`src/rtl/adc_pkg.sv`:
```
// Shared types and channel-walk helpers for the ADC channel scanner.
package adc_pkg;

    localparam int NUM_CHAN = 8;
    localparam int SAMPLE_W = 12;

    typedef logic [2:0]          chan_t;
    typedef logic [SAMPLE_W-1:0] sample_t;

    typedef enum logic [1:0] {
        S_IDLE,
        S_WAIT,
        S_ACK,
        S_EMIT
    } state_t;

    // Lowest enabled channel; 0 when no channel is enabled.
    function automatic chan_t first_chan(input logic [NUM_CHAN-1:0] mask);
        chan_t r;
        r = '0;
        for (int i = NUM_CHAN - 1; i >= 0; i--) begin
            if (mask[i]) r = chan_t'(i);
        end
        return r;
    endfunction

    // Next enabled channel above cur, wrapping 7->0; cur itself when it is the only one.
    function automatic chan_t next_chan(input logic [NUM_CHAN-1:0] mask, input chan_t cur);
        chan_t r;
        chan_t c;
        r = cur;
        for (int i = NUM_CHAN - 1; i >= 1; i--) begin
            c = cur + chan_t'(i);
            if (mask[c]) r = c;
        end
        return r;
    endfunction

endpackage

```
`src/rtl/adc_sync_2ff.sv`:
```
// Two-flop synchronizer bringing the capture-stage ready flag into the clk domain.
module adc_sync_2ff (
    input  logic clk,
    input  logic rst,
    input  logic d,
    output logic q
);

    logic meta;

    // NOTE: sequential state uses non-blocking assignments so both flops sample the old values.
    always_ff @(posedge clk or posedge rst) begin
        if (rst) begin
            meta <= 1'b0;
            q    <= 1'b0;
        end else begin
            meta <= d;
            q    <= meta;
        end
    end

endmodule

```
`src/rtl/adc_channel_scanner.sv`:
```
// Scans enabled ADC channels, optionally averages 2^AVG_LOG2 samples per channel
// (macro ADC_SCAN_AVG_EN), and hands results downstream over valid/ready.
module adc_channel_scanner
    import adc_pkg::*;
#(
    parameter logic [NUM_CHAN-1:0] CHAN_MASK     = 8'hFF,
    parameter int                  AVG_LOG2      = 2,
    parameter bit                  DISCARD_FIRST = 1'b1
) (
    input  logic        clk,
    input  logic        rst,
    input  logic        enable,
    input  logic        adc_ready,
    input  logic [11:0] d_signal,
    output logic        adc_ack,
    output logic [2:0]  address,
    output logic        out_valid,
    input  logic        out_ready,
    output logic [2:0]  out_chan,
    output logic [11:0] out_data,
    output logic        busy
);

    if (AVG_LOG2 < 0 || AVG_LOG2 > 4) begin : g_bad_avg
        $error("AVG_LOG2 must be in 0..4");
    end

`ifdef ADC_SCAN_AVG_EN
    localparam int EFF_LOG2 = AVG_LOG2;
`else
    localparam int EFF_LOG2 = 0;
`endif
    localparam int              CNT_W    = EFF_LOG2 + 1;
    localparam logic [CNT_W-1:0] CNT_FULL = CNT_W'(1 << EFF_LOG2);

    state_t           state;
    state_t           next_state;
    logic             rdy_s;
    logic             rdy_q;
    logic             ready_event;
    logic             discard_pending;
    logic [CNT_W-1:0] count;
    logic             full;
    logic             leave_ack;
    logic             xfer;
    logic             take_sample;
    logic             clear_acc;
    sample_t          result;

    adc_sync_2ff u_sync (
        .clk (clk),
        .rst (rst),
        .d   (adc_ready),
        .q   (rdy_s)
    );

    assign ready_event = rdy_s && !rdy_q;
    assign full        = (count == CNT_FULL);
    assign leave_ack   = (state == S_ACK) && !rdy_s;
    assign xfer        = (state == S_EMIT) && out_valid && out_ready;
    assign take_sample = (state == S_WAIT) && enable && ready_event && !discard_pending;
    // A partial accumulation is abandoned whenever scanning stops short of an emit.
    assign clear_acc   = ((state == S_WAIT) && !enable) || (leave_ack && !full && !enable) || xfer;

    assign adc_ack = (state == S_ACK);
    assign busy    = (state != S_IDLE);

    always_ff @(posedge clk or posedge rst) begin
        if (rst) state <= S_IDLE;
        else     state <= next_state;
    end

    // NOTE: next_state gets its default before the case so no path can infer a latch.
    always_comb begin
        next_state = state;
        case (state)
            S_IDLE: if (enable) next_state = S_WAIT;
            S_WAIT: begin
                if (!enable)          next_state = S_IDLE;
                else if (ready_event) next_state = S_ACK;
            end
            S_ACK: begin
                if (!rdy_s) begin
                    if (full)         next_state = S_EMIT;
                    else if (!enable) next_state = S_IDLE;
                    else              next_state = S_WAIT;
                end
            end
            S_EMIT: if (xfer) next_state = enable ? S_WAIT : S_IDLE;
            default: next_state = S_IDLE;
        endcase
    end

`ifdef ADC_SCAN_AVG_EN
    localparam int ACC_W = SAMPLE_W + AVG_LOG2;
    logic [ACC_W-1:0] acc;

    always_ff @(posedge clk or posedge rst) begin
        if (rst)              acc <= '0;
        else if (clear_acc)   acc <= '0;
        else if (take_sample) acc <= acc + ACC_W'(d_signal);
    end

    assign result = sample_t'(acc >> AVG_LOG2);
`else
    sample_t sample_q;

    always_ff @(posedge clk or posedge rst) begin
        if (rst)              sample_q <= '0;
        else if (take_sample) sample_q <= d_signal;
    end

    assign result = sample_q;
`endif

    always_ff @(posedge clk or posedge rst) begin
        if (rst) begin
            rdy_q           <= 1'b0;
            discard_pending <= 1'b0;
            count           <= '0;
            address         <= first_chan(CHAN_MASK);
            out_valid       <= 1'b0;
            out_chan        <= '0;
            out_data        <= '0;
        end else begin
            rdy_q <= rdy_s;

            if (clear_acc)        count <= '0;
            else if (take_sample) count <= count + CNT_W'(1);

            if (((state == S_IDLE) && enable) || xfer)
                discard_pending <= DISCARD_FIRST;
            else if ((state == S_WAIT) && enable && ready_event)
                discard_pending <= 1'b0;

            if (leave_ack && full) begin
                out_valid <= 1'b1;
                out_chan  <= address;
                out_data  <= result;
            end else if (xfer) begin
                out_valid <= 1'b0;
            end

            if (xfer) address <= next_chan(CHAN_MASK, address);
        end
    end

endmodule

```
`config.mk`:
```
export PLATFORM = sky130hd
export DESIGN_NAME = adc_channel_scanner
export DESIGN_NICKNAME = d
export VERILOG_FILES = /design/src/rtl/adc_pkg.sv /design/src/rtl/adc_sync_2ff.sv /design/src/rtl/adc_channel_scanner.sv
export SDC_FILE = /design/constraint.sdc
export NUM_CORES = 1
export LEC_CHECK = 0
export BUFFER_PORTS_ARGS = -buffer_cell sky130_fd_sc_hd__buf_2
export CORE_AREA = 2 2 68 70
export CTS_CLUSTER_SIZE = 10
export DETAILED_ROUTE_END_ITERATION = 10
export DIE_AREA = 0 0 70 72
export MAX_ROUTING_LAYER = met4
export PLACE_DENSITY = 0.62
export SYNTH_ARGS = -nofsm -noshare
export SYNTH_HDL_FRONTEND = slang
export SYNTH_SLANG_ARGS = --single-unit
export TNS_END_PERCENT = 20
```
`constraint.sdc`:
```
create_clock -name clk -period 1.8 [get_ports clk]
set_clock_uncertainty 0.1 [all_clocks]
set_input_delay 0.36 -clock clk [delete_from_list [all_inputs] [get_ports clk]]
set_output_delay 0.36 -clock clk [all_outputs]
set_load 0.05 [all_outputs]
```
[Yosys cells after proc, flatten, opt, wreduce, memory -nomap -nowiden]
Memories as Yosys holds them, arrays and structs flattened.
Cells that the tools add are included.
Storage, ports and cells
  flip-flop bits (word level): 38
  memories: 7
  logic and storage cells: 96
  bits in read-only memories: 56
Cells by class
  reductions and logical operators: 28
  equality and inequality tests: 7
  magnitude comparators: 7
  mux-type cells: 28
  add/subtract/negate cells: 8
Memory list
  (no name shown): depth 8, bits a word 1, rd ports 1, clocked after Yosys merged registers in 0, wr ports 0, line adc_pkg.sv:34  | if (mask[c]) r = c;
  (no name shown): depth 8, bits a word 1, rd ports 1, clocked after Yosys merged registers in 0, wr ports 0, line adc_pkg.sv:34
  (no name shown): depth 8, bits a word 1, rd ports 1, clocked after Yosys merged registers in 0, wr ports 0, line adc_pkg.sv:34
  (no name shown): depth 8, bits a word 1, rd ports 1, clocked after Yosys merged registers in 0, wr ports 0, line adc_pkg.sv:34
  (no name shown): depth 8, bits a word 1, rd ports 1, clocked after Yosys merged registers in 0, wr ports 0, line adc_pkg.sv:34
  (no name shown): depth 8, bits a word 1, rd ports 1, clocked after Yosys merged registers in 0, wr ports 0, line adc_pkg.sv:34
  +1 memories
Operators with widths (count)
  less-than comparator 3 x 4 -> 1 bit (second input constant): 7
  2-to-1 mux 3 bit: 7
  2-to-1 mux 1 bit: 14
  adder 3 bit (second input constant): 4
  logical AND 1 bit: 12
  2-to-1 mux 2 bit: 6
  one-hot mux 2 bit (4 select lines): 1
  nonzero test 2 bit: 4
  nonzero test 7 bit: 1
  adder 3 x 2 -> 3 bit (second input constant): 2
  inequality test 2 bit (second input constant): 3
  logical NOT 1 bit: 5
  equality test 2 bit (second input constant): 2
  AND reduction 4 bit: 1
  adder 3 x 1 -> 3 bit (second input constant): 1
  logical OR 1 bit: 3
  inequality test 3 bit (second input constant): 1
  equality test 2 x 1 -> 1 bit (second input constant): 1
  logical NOT 2 bit: 1
  AND reduction 2 bit: 1
  adder 1 bit (second input constant): 1

[Logic depth before layout (Yosys ltp)]
Gate-level depths: netlist of run 1.
  depth after elaboration: 10
  mapped depth: 5
  depth with buffers taken out: 4

[Cells and area by module]
Synthesis of run 1 repeated with hierarchy kept, for this count alone.
Second synthesis, totals
  cell total of the unflattened synthesis: 103
  area, all modules: 1562.7 µm²
Modules (own cells, without submodules)
  adc_channel_scanner: area each 1508.9 µm², cells an instance 100, times used 1, sequential area each 900.9 µm²
  adc_sync_2ff: area each 53.8 µm², cells an instance 3, times used 1, sequential area each 50.0 µm²

[Least setup slack after synthesis of run 1]
Ideal clock, no wire load.
  path kind: flip-flop to flip-flop
  start: reg state[1]
  end: reg out_data[0]
  stages on the path, launching flop included: 6
  clock period less this slack: 1.865 ns
  slack: -0.065 ns
  required time: 1.575 ns
  arrival time: 1.640 ns
  cell sequence: dfrtp_1 > and2b_1 > and3b_1 > buf_6 > buf_12 > mux2_4
On the way
  cells in the longest elaborated chain, start to end: 3
Ends and longest elaborated chain
  start, declared: line adc_channel_scanner.sv:36  | state_t state;
  start signal, assigned: line adc_channel_scanner.sv:70  | else state <= next_state;
  equality test 2 bit
  via adc_ack: line adc_channel_scanner.sv:15  | output logic adc_ack,
  logical AND 1 bit: line adc_channel_scanner.sv:59  | assign leave_ack = (state == S_ACK) && !rdy_s;
  logical AND 1 bit: line adc_channel_scanner.sv:136  | if (leave_ack && full) begin
  end signal, assigned: line adc_channel_scanner.sv:139  | out_data <= result;
  end, declared: line adc_channel_scanner.sv:20  | output logic [11:0] out_data,
The timed path passes the listed nets, and every way through them passes these cells.
A chain may end at the register's enable or synchronous reset.

[Final worst setup path of run 1]
  start: reg state[0]
  end: out busy
On the way
  cells in the longest elaborated chain, start to end: 1
Ends and longest elaborated chain
  nonzero test 2 bit: line adc_channel_scanner.sv:66  | assign busy = (state != S_IDLE);
  end, declared: line adc_channel_scanner.sv:21  | output logic busy
Every way passes these cells.

==> results of run 1 <==
[cells by family (layout without fill, tap and decap cells)]
| kind of cell | Yosys count | after routing | synth area share, % |
|---|---|---|---|
| DFF | 38 | 38 | 59.2 |
| muxes | 28 | 28 | 24.1 |
| and+or+nand+nor | 15 | 15 | 6.93 |
| AOI/OAI and AO/OA | 11 | 11 | 4.52 |
| buffers and inverters | 6 | 51 | 3.43 |
| xor gates and xnor gates | 2 | 2 | 1.09 |
| adders and majority gates | 1 | 1 | 0.779 |
[cell type report]
cell class                 count  area, um^2  area share, %
inverter                       2        7.51          0.375
clock buffer                   6        82.6           4.13
clock inverter                 2        60.1           3.00
multi-input combinational     57         602           30.1
tap                           52        65.1           3.25
timing repair buffer          41         234           11.7
sequential                    38         951           47.5
[power by group through the flow]
stage | Combinational (mW) | Clock (mW) | Sequential [mW]
2_1_floorplan | 0.245 | 0 | 1.09
3_3_place_gp | 0.366 | 0 | 1.05
3_5_place_dp | 0.376 | 0 | 1.06
4_1_cts | 0.383 | 0.912 | 1.04
5_1_grt | 0.410 | 0.946 | 1.06
6_report | 0.383 | 0.893 | 1.04
[timing repair]
| item | 4_1_cts | 5_1_grt |
|---|---|---|
| hold buffers | 0 | 0 |
| endpoints found under the hold margin | 0 | 0 |
| setup endpoints to repair | 1 | 1 |
| gates resized for setup | 1 | 1 |
[routing by layer]
layer / track usage, % / vias to the layer above / part of all wire, %
met5: - / - / 0
met3: 3.61 / 6 / 3.9
met4: 6.41 / 0 / 2.2
met1: 15.6 / 485 / 43
li1: - / 439 / -
met2: 20.1 / 21 / 51
[flip-flops by register name, indices dropped and copies added, names as in the netlist]
register         flops
address              3
count                1
discard_pending      1
out_chan             3
out_data            12
out_valid            1
rdy_q                1
result              12
state                2
u_sync.meta          1
u_sync.q             1
[cell usage after synthesis]
master and number:
a211o_1 1, nand4_1 1, ha_1 1, a22oi_1 1, nor2_1 2, buf_2 1
a21oi_1 2, a21boi_0 1, nand2_1 2, or2_4 1, xnor2_1 1, inv_1 2
and3b_1 1, nand2b_1 2, xor2_1 1, buf_6 2, buf_12 1, mux2_4 19
and2b_1 1, a21o_1 1, or3_1 1, dfrtp_1 38, nand3_1 1, mux2_2 9
or2_2 1, o311ai_0 1, o211ai_1 1, nand3b_1 1, nand4bb_4 1, o21ai_0 3
[how the worst max path moves through the flow]
stage / start / to / slack [ps] / cells past startpoint
6_report: state[0] / busy / 50 / 3
4_1_cts: state[0] / busy / 10 / 3
2_1_floorplan: state[1] / out_data[0] / 80 / 5
3_5_place_dp: state[1] / result[4] / 210 / 3
5_1_grt: state[0] / busy / 5 / 3
3_3_place_gp: state[1] / result[5] / 250 / 3
[stage by stage]
stage | hold slack, ps | area (um^2) | worst slack (ps) | power, mW
6_report | 71.6 | 2000 | 50.7 | 2.32
5_1_grt | 65.3 | 2000 | 4.79 | 2.41
4_1_cts | 67.2 | 2000 | 9.53 | 2.34
3_5_place_dp | 238 | 1850 | 212 | 1.43
3_3_place_gp | 233 | 1850 | 252 | 1.42
2_1_floorplan | 231 | 1610 | 77.1 | 1.33
==> results.ini, run 1 <==
[die]
die_x_um = 70
rows = 24
die_h_um = 72
pin_count = 38
die_area_um2 = 5040
initial_utilization_pct = 37.7
coreArea_um2 = 4260

[pwr]
power_frac_clock_pct = 38.5
power_frac_seq_pct = 44.9
peakVddDrop_mv = 0.568
switchingPower_uw = 566
power.internal_mw = 1.75
p_leak_nw = 1.09
p_sw_share_pct = 24.5
power_density_nw_per_um2 = 1160
combPwrFrac_pct = 16.5

[synth]
synth_top_area_cell = dfrtp_1
seq_area_frac_synth_pct = 59.2
synthTopCellsByArea = dfrtp_1 59%, mux2_4 18%, mux2_2 6.3%
ys_ff_latch = 38
synthCells = 101
synth_nets = 119
avgSynthCellArea_um2 = 15.9
ys_types = 30
synth_top_cell_area_share_pct = 59.2
syn_area_um2 = 1610
synth_warnings = 0

[timing]
slew-limit-headroom_pct = 68.1
fmax_mhz = 572
setup_viol = 0
hold_viol_final = 0
fin_crit_ps = 1750
tightestPinTransition_ps = 479
fin_crit_sh_pct = 97.2
drv_slew = 0
rsz0062_at_grt = no
setup_tns_ps = 0

[clock_network]
cts_setup_buffers = 0
cts_buffers = 5
clockRootBuffer = clkbuf_8
clock_latency_ps = 290
htreeDepth = 2
clockBufferDepth = 2
numClockSinks = 38
clk_pin_slew_ps = 70
cts_tree = built

[routing]
route.vias.total = 951
wl_per_cell_um = 14.8
drtPass1Iterations = 4
via_per_inst = 4.80
drtIter0Drc = 30
routed_wl_mm = 2.92
drc = 0
drtAntennaViolNets = 0

[layout]
fin_cells = 198
fin_util_pct = 46.9
layout_common_cells = 38 x dfrtp_1, 36 x buf_2, 19 x mux2_4
diodes = 0
nets = 163
layout-drive-gt1-share_pct = 55.5
final_common_cell = dfrtp_1
fillers = 387
area_delta_synth_final_pct = 24.6

[min_path]
hold_path_class = in -> reg
hold_depth = 1
hp-start = adc_ready
min_to = u_sync.meta

[critical_path]
critPathLaunchType = flop
critPathCaptureType = output pin
cp.arrival_ps = 1290
path_class = reg -> out
crit_required_ps = 1340
cp_top_family = flip-flops
reg2reg_from = state[1]
cp_num_buf_inv = 2
reg2regPathDepth = 3
crit_chain = buf_4 -> or2_2 -> buf_6
slowest_delay_ps = 380
crit_fanout = 10
r2r_end = result[3]
rrSetupSlack_ps = 210
slowest_stage = dfrtp_1

[global_route]
overflow = 0
grt_pass1_vias = 1020
grt_pass1_wl_mm = 4.93
grt_start_max_net_pins = 39
grt_antenna_before_repair = 0
track_usage_pct = 12.9

[run_status]
run_status = finished clean

[placed_design]
portBuffers = 37
gp_congestion = 0.728
place_hpwl_mm = 2.05
dp.cells = 190

[flow_run]
max-cap-violations = 0

(Power assumes the default switching activity.)
==> run 2: changes to the inputs <==
--- a/config.mk
+++ b/config.mk
@@ -6,12 +6,13 @@
 export NUM_CORES = 1
 export LEC_CHECK = 0
 export BUFFER_PORTS_ARGS = -buffer_cell sky130_fd_sc_hd__buf_2
-export CORE_AREA = 2 2 68 70
+export CORE_AREA = 2 2 60 62
 export CTS_CLUSTER_SIZE = 10
 export DETAILED_ROUTE_END_ITERATION = 10
-export DIE_AREA = 0 0 70 72
+export DIE_AREA = 0 0 62 64
 export MAX_ROUTING_LAYER = met4
-export PLACE_DENSITY = 0.62
+export PLACE_DENSITY = 0.76
+export RECOVER_POWER = 100
 export SYNTH_ARGS = -nofsm -noshare
 export SYNTH_HDL_FRONTEND = slang
 export SYNTH_SLANG_ARGS = --single-unit
==> run 2 against run 1 <==
  * Wire length is 0.75% lower
  * Global-route usage is 4.7 points higher
  * Flip-flop and latch count stayed put
  * Hold slack better by 44 ps
  * Sequential share of layout area is 3.1 points higher
  * Clock power is 18% lower
  * Die area is 21% lower
  * Via count is 0.42% higher
  * Final cell count is 2.0% lower
  * Non-clock buffer count is 2 higher
  * Largest power group unchanged
  * Highest routed layer unchanged
==> results.ini, run 2 (synthesis results as in run 1) <==
[run_status]
run_status = finished clean

[clock_network]
clk_pin_slew_ps = 120
cts_buffers = 5
clockBufferDepth = 2
clockRootBuffer = clkbuf_4
clock_latency_ps = 350
cts_tree = built
numClockSinks = 38
htreeDepth = 2

[layout]
layout-drive-gt1-share_pct = 39.2
fin_util_pct = 57.3
final_common_cell = dfrtp_1
multi_input_area_um2 = 537
nets = 165
area_delta_synth_final_pct = 17.1
layout_common_cells = 37 x dfrtp_1, 18 x mux2_1, 17 x buf_2
diodes = 0
fin_cells = 194
seqCellArea_um2 = 952
fillers = 290

[critical_path]
reg2reg_from = state[0]
critPathLaunchType = flop
cp_num_buf_inv = 1
reg2regPathDepth = 5
slowest_delay_ps = 480
path_class = reg -> out
rrSetupSlack_ps = 110
startpoint = state[1]
crit_end = adc_ack
r2r_end = result[5]
crit_chain = and2b_2 -> buf_2
crit_required_ps = 1340
cp_top_family = flip-flops
critPathCaptureType = output pin
crit_fanout = 9
crit_cells = 2
slowest_stage = dfrtp_2
cp.arrival_ps = 1260

[routing]
routed_wl_mm = 2.90
via_per_inst = 4.92
drtAntennaViolNets = 0
drc = 0
drtIter0Drc = 22
drtPass1Iterations = 4
route.vias.total = 955
wl_per_cell_um = 14.9

[pwr]
totalPowerFinal_mw = 2.11
peakVddDrop_mv = 0.689
power_density_nw_per_um2 = 1120
p_leak_nw = 0.999

[timing]
fin_crit_ps = 1720
fin_crit_sh_pct = 95.3
fmax_mhz = 583
setup_tns_ps = 0
setup_viol = 0
rsz0062_at_grt = no
tightestPinTransition_ps = 911
drv_slew = 0
slew-limit-headroom_pct = 39.3
hold_viol_final = 0

[die]
die_area_um2 = 3970
coreArea_um2 = 3280
pin_count = 38
initial_utilization_pct = 48.9
die_h_um = 64
die_x_um = 62
rows = 21

[placed_design]
portBuffers = 37
place_hpwl_mm = 2.06
gp_congestion = 0.723
dp.cells = 184

[flow_run]
max-cap-violations = 0

[global_route]
grt_antenna_before_repair = 0
track_usage_pct = 17.7
grt_pass1_vias = 1025
grt_pass1_wl_mm = 4.89
overflow = 0
grt_start_max_net_pins = 39

[min_path]
hold_path_class = in -> reg

run 2: what timing repair did:
action                     CTS  global route
pin swaps                    0             0
gates resized for setup      4             2
setup endpoints to repair    1             2
setup buffers                1             0
hold endpoints to repair     1             0
hold buffers                 1             0
run 2: how the worst min path moves through the flow:
stage / startpoint / slack, ps / endpoint / cells past startpoint
after floorplan: u_sync.meta / 230 / u_sync.q / 0
after global placement: u_sync.meta / 240 / u_sync.q / 0
after detailed placement: u_sync.meta / 240 / u_sync.q / 0
after CTS: rst / 5 / out_data[3] / 3
after global routing: d_signal[2] / 100 / result[2] / 2
final: d_signal[9] / 120 / result[9] / 2
run 2: routing by layer:
layer | vias up | global-route usage [%] | share of wire, %
li1 | 448 | - | -
met1 | 472 | 20.1 | 41
met2 | 28 | 28.3 | 52
met3 | 7 | 6.07 | 5.0
met4 | 0 | 6.38 | 2.0
met5 | - | - | 0
run 2: layout make-up:
type                    instances  area share [%]
clock buffers                   5            2.00
clock inverters                 3            3.66
inverters                       2           0.399
multi-input cells              57            28.5
flip-flops and latches         38            50.6
well taps                      46            3.06
repair buffers                 43            11.7
run 2: metrics by stage:
stage | setup slack (ps) | instance area (um^2) | hold slack [ps]
6_report | 85.0 | 1880 | 115
5_1_grt | 33.9 | 1880 | 104
4_1_cts | 9.11 | 1970 | 5.31
3_5_place_dp | 195 | 1830 | 240
3_3_place_gp | 262 | 1830 | 236
2_1_floorplan | 77.1 | 1610 | 231
run 2: report_power, final:
part | total (mW) | switching [mW] | internal (mW)
Clock | 0.731 | 0.297 | 0.434
Combinational | 0.342 | 0.199 | 0.143
Sequential | 1.04 | 0.0741 | 0.966
Total | 2.11 | 0.570 | 1.54
